### config.mk
export PLATFORM = sky130hd
export DESIGN_NAME = uart_tx_fifo_drain
export DESIGN_NICKNAME = d
export VERILOG_FILES = /design/src/rtl/uart_pkg.sv /design/src/rtl/uart_baud_cnt.sv /design/src/rtl/uart_tx_fifo_drain.sv
export SDC_FILE = /design/constraint.sdc
export NUM_CORES = 1
export LEC_CHECK = 0
export CORE_UTILIZATION = 24
export DETAILED_ROUTE_END_ITERATION = 6
export PLACE_DENSITY_LB_ADDON = 0.1
export SLEW_MARGIN = 5
export SYNTH_ARGS = -nofsm -noshare
export SYNTH_HDL_FRONTEND = slang
export SYNTH_SLANG_ARGS = --single-unit
### constraint.sdc
create_clock -name clk -period 4.5 [get_ports clk]
set_input_delay 0.675 -clock clk [delete_from_list [all_inputs] [get_ports clk]]
set_output_delay 0.675 -clock clk [all_outputs]
set_load 0.02 [all_outputs]
### src/rtl/uart_pkg.sv
// Shared UART definitions: frame-engine state encoding and default constants,
// common to the TX drain and the RX side.
package uart_pkg;

  localparam int          UART_DATA_WIDTH = 8;
  localparam int          UART_DIV_WIDTH  = 16;
  localparam logic [15:0] UART_DEF_DIV    = 16'd16;

  typedef enum logic [1:0] {
    ST_IDLE  = 2'd0,
    ST_START = 2'd1,
    ST_DATA  = 2'd2,
    ST_STOP  = 2'd3
  } uart_state_e;

endpackage

### src/rtl/uart_baud_cnt.sv
// Bit-period timer: counts 0..per-1 and flags the last clock of each bit.
// Held at zero while clear is high so the first bit after clear is a full period.
module uart_baud_cnt #(
  parameter int W = 16
) (
  input  logic         clk,
  input  logic         resetn,
  input  logic         clear,
  input  logic [W-1:0] per,
  output logic         bit_end
);

  logic [W-1:0] cnt;
  logic [W-1:0] last;

  // A zero period behaves like a one-clock period.
  assign last    = (per == '0) ? '0 : per - W'(1);
  assign bit_end = !clear && (cnt == last);

  // Count up, wrap to zero at the end of every bit.
  always_ff @(posedge clk or negedge resetn) begin
    if (!resetn)                cnt <= '0;
    else if (clear || bit_end)  cnt <= '0;
    else                        cnt <= cnt + W'(1);
  end

endmodule

### src/rtl/uart_tx_fifo_drain.sv
// Pops bytes from a show-ahead TX FIFO and serialises each one as an
// 8N1/8N2 UART frame. Back-to-back frames launch in the final stop cycle.
module uart_tx_fifo_drain
  import uart_pkg::*;
#(
  parameter int DATA_WIDTH = UART_DATA_WIDTH,
  parameter int STOP_BITS  = 1,
  parameter int DIV_WIDTH  = UART_DIV_WIDTH
) (
  input  logic                  clk,
  input  logic                  resetn,
  input  logic                  enable,
  input  logic [DIV_WIDTH-1:0]  div,
  input  logic [DATA_WIDTH-1:0] fifo_dout,
  input  logic                  fifo_empty,
  output logic                  fifo_pop,
  output logic                  tx,
  output logic                  busy
);

  localparam int BCW = $clog2(DATA_WIDTH + 1);

  uart_state_e           state, state_d;
  logic [DATA_WIDTH-1:0] shift, shift_d;
  logic [DIV_WIDTH-1:0]  per, per_d;
  logic [BCW-1:0]        bcnt, bcnt_d;
  logic                  tx_d;
  logic                  bit_end;
  logic                  stop_last;
  logic                  launch;

  uart_baud_cnt #(.W(DIV_WIDTH)) u_baud (
    .clk     (clk),
    .resetn  (resetn),
    .clear   (state == ST_IDLE),
    .per     (per),
    .bit_end (bit_end)
  );

  assign stop_last = (state == ST_STOP) && bit_end && (bcnt == BCW'(STOP_BITS - 1));
  assign launch    = ((state == ST_IDLE) || stop_last) && enable && !fifo_empty;
  // Gated by reset so the FIFO never loses a byte while the block is held in reset.
  assign fifo_pop  = launch && resetn;
  assign busy      = (state != ST_IDLE);

  // Next-state, datapath loads and registered line value.
  always_comb begin
    state_d = state;
    shift_d = shift;
    per_d   = per;
    bcnt_d  = bcnt;
    case (state)
      ST_START: if (bit_end) begin
        state_d = ST_DATA;
        bcnt_d  = '0;
      end
      ST_DATA: if (bit_end) begin
        shift_d = shift >> 1;
        if (bcnt == BCW'(DATA_WIDTH - 1)) begin
          state_d = ST_STOP;
          bcnt_d  = '0;
        end else begin
          bcnt_d  = bcnt + BCW'(1);
        end
      end
      ST_STOP: if (bit_end) begin
        if (stop_last) begin
          state_d = ST_IDLE;
          bcnt_d  = '0;
        end else begin
          bcnt_d  = bcnt + BCW'(1);
        end
      end
      default: ;
    endcase
    if (launch) begin
      state_d = ST_START;
      shift_d = fifo_dout;
      per_d   = (div == '0) ? DIV_WIDTH'(1) : div;
      bcnt_d  = '0;
    end
    case (state_d)
      ST_START: tx_d = 1'b0;
      ST_DATA:  tx_d = shift_d[0];
      default:  tx_d = 1'b1;
    endcase
  end

  // State, datapath and line registers; reset forces the line idle at once.
  always_ff @(posedge clk or negedge resetn) begin
    if (!resetn) begin
      state <= ST_IDLE;
      shift <= '0;
      per   <= DIV_WIDTH'(UART_DEF_DIV);
      bcnt  <= '0;
      tx    <= 1'b1;
    end else begin
      state <= state_d;
      shift <= shift_d;
      per   <= per_d;
      bcnt  <= bcnt_d;
      tx    <= tx_d;
    end
  end

endmodule

==> results.tsv <==
metric	value	unit
io_pins	31	
hp-class	flop to flop	
path_class	flop to output port	
yosys-top-cells-area	dfrtp_1 (34%), mux2_2 (4.8%), nor2_1 (4.4%)	
synth_top_area_cell	dfrtp_1	
grt_start_max_net_pins	48	
hold_viol	0	
die_w	119	um
place_area	3840	um2
syn_inst	359	
finalWirelength	9530	um
cts_buffers	5	
grt_overflow	0	
dpl.cell_count	567	
cts.clk_slew.worst_paths	70	ps
async_flop_share	100	%
required	3830	ps
synth_top_flop_cell	dfrtp_1	
placementRows	42	
grt_pass1_vias	2878	
cts_max_level	2	
dieHeight	119	um
min_period_over_period	95.4	%
cts_buffer_depth	2	
final_layout_size_suffix_gt1_share	14.8	%
critPathLaunchType	flop	
power.density	541	nW/um2
postCtsSetupRepairBufs	0	
routabilityCongestion	0.845	
synth_edf_count	0	
drtIter0Drc	111	
place_hpwl	7330	um
cap_viol_max_count	0	
cts_tree	done	
fin_tns_setup	0	ps
p_leak	1.61	nW
finalMaxSlewViolations	0	
grt_pass1_wl	15900	um
cts_hold_buf	0	
status	finished, final reports clean	
syn_to_final_growth	23.3	%
fin_ws	207	ps
place_ws	74.7	ps
syn-num-nets	396	
ctsRootBufferMaster	clkbuf_16	
vias_per_cell	4.90	
cts_sinks	47	
coreArea	13200	um2
setup_viol	0	
clk_latency	310	ps
grt_usage	14.6	%
ys_ff_latch	47	
port_buffers	30	
cp_max_fo	3	
syn_area	3260	um2
ir_drop	0.152	mV
finClkSkew	5.63	ps
firstDrtPassIters	4	
ant_nets	0	
cp-end-kind	output port	
synth.distinct_cells	63	
yosys_warnings	0	
slew_headroom	49.5	%
num_antenna_cells	0	
die_area	14100	um2
min_period	4290	ps
yosysTopAreaCellShare	34.5	%
worstPathArrival	3620	ps
final_cells	575	
max_freq	233	MHz
wl_per_cell	16.6	um
grt_antenna_before_repair	0	
num_vias	2820	
final_nets	435	
syn-mean-instance-area	9.09	um2
yosysSeqAreaShare	36.1	%
start_util	24.7	%
tightestPinTransition	750	ps
final_area	4030	um2
drc	0	
worst paths after layout:
| kind | startpoint | endpoint | slack [ps] | cells past startpoint |
|---|---|---|---|---|
| min reg2reg | shift[7] | shift[7] | 550 | 2 |
| min | shift[7] | shift[7] | 550 | 2 |
| max | per[1] | fifo_pop | 210 | 11 |
| min in group asynchronous | resetn | u_baud.cnt[9] | 570 | 2 |
| max in group asynchronous | resetn | state[1] | 3490 | 2 |
| max reg2reg | per[1] | tx | 490 | 14 |
layer usage:
metal / track usage, % / share of wire (%) / up-vias
met5: 0 / 0 / -
met1: 19.6 / 49 / 1391
met4: 4.51 / 2.0 / 0
li1: - / - / 1372
met3: 3.19 / 2.8 / 11
met2: 23.2 / 46 / 46
layout by cell type, fill, tap and decap left out, types with 12 or more instances in the layout:
| master | Yosys | routed |
|---|---|---|
| buf_4 | 0 | 21 |
| nand2_1 | 26 | 26 |
| nor3_1 | 12 | 12 |
| dfrtp_1 | 45 | 45 |
| mux2_2 | 14 | 14 |
| clkdlybuf4s50_1 | 0 | 28 |
| inv_1 | 12 | 12 |
| o21ai_0 | 12 | 12 |
| xnor2_1 | 15 | 15 |
| xor2_1 | 15 | 15 |
| nor2_1 | 38 | 38 |
| nand3_1 | 19 | 19 |
registers in the layout (all words and copies together) (netlist names):
register,cells
u_baud.cnt,16
per,16
state,2
shift,8
tx,1
bcnt,4
critical path: stages, from the launching register on:
cell and delay, ps:
dfrtp_1 390, inv_1 80, ha_1 160, or4b_1 480, or4_1 520, or4_4 440, a22oi_4 250, nand2_1 110
a2111oi_2 390, a2bb2o_4 180, and2_1 150, clkbuf_2 180
report_power, final:
| group | total [mW] | internal [mW] | switching (mW) | leakage (nW) |
|---|---|---|---|---|
| logic | 1.05 | 0.488 | 0.563 | 0.919 |
| clock network | 0.453 | 0.277 | 0.176 | 0.0868 |
| registers | 0.674 | 0.560 | 0.114 | 0.599 |
| total | 2.18 | 1.32 | 0.853 | 1.61 |
synthesized netlist by cell type (3+ instances only):
cell type  instances
a211oi_1           4
a21oi_1            6
and2_1             3
and3_1             8
buf_2              8
clkbuf_1           9
dfrtp_1           45
ha_1               9
inv_1             12
mux2_2            14
mux2i_1            8
nand2_1           26
nand2b_1          11
nand3_1           19
nand4_1            6
nor2_1            38
nor2b_1            3
nor3_1            12
nor4_1             9
nor4b_1            3
o21ai_0           12
o22ai_1            4
or2_2              3
or3_1              4
or4_1              4
xnor2_1           15
xor2_1            15
cells by family (layout without fill, tap and decap cells):
logic type / count (synthesis) / count (layout) / synth area share (%)
buf+inv: 31 / 71 / 4.33
xor+xnor: 32 / 32 / 9.43
flops: 47 / 47 / 36.1
compound gates: 57 / 57 / 13.0
fa+ha+maj: 9 / 9 / 3.45
mux: 22 / 22 / 7.28
simple gates: 161 / 161 / 26.4
stage by stage:
| step | power (mW) | hold slack (ps) | utilization [%] |
|---|---|---|---|
| floorplan | 1.37 | 379 | - |
| finish | 2.18 | 548 | 30.4 |
| global route | 2.35 | 604 | 30.4 |
| detailed placement | 1.73 | 542 | 29.0 |
| CTS | 2.19 | 551 | 30.3 |
| global placement | 1.73 | 528 | 29.0 |
cell type report:
class                      count  area [um2]
inverter                      12        45.0
timing repair buffer          51         448
multi-input combinational    281        1960
fill                        1410        9220
tap                          176         220
sequential                    47        1180
clock buffer                   6         139
clock inverter                 2        35.0
what timing repair did:
action,in CTS,in global routing
hold endpoints to repair,0,0
pin swaps,0,1
gates resized for setup,1,6
setup endpoints to repair,1,1
Power figures use the tool's default switching activity.
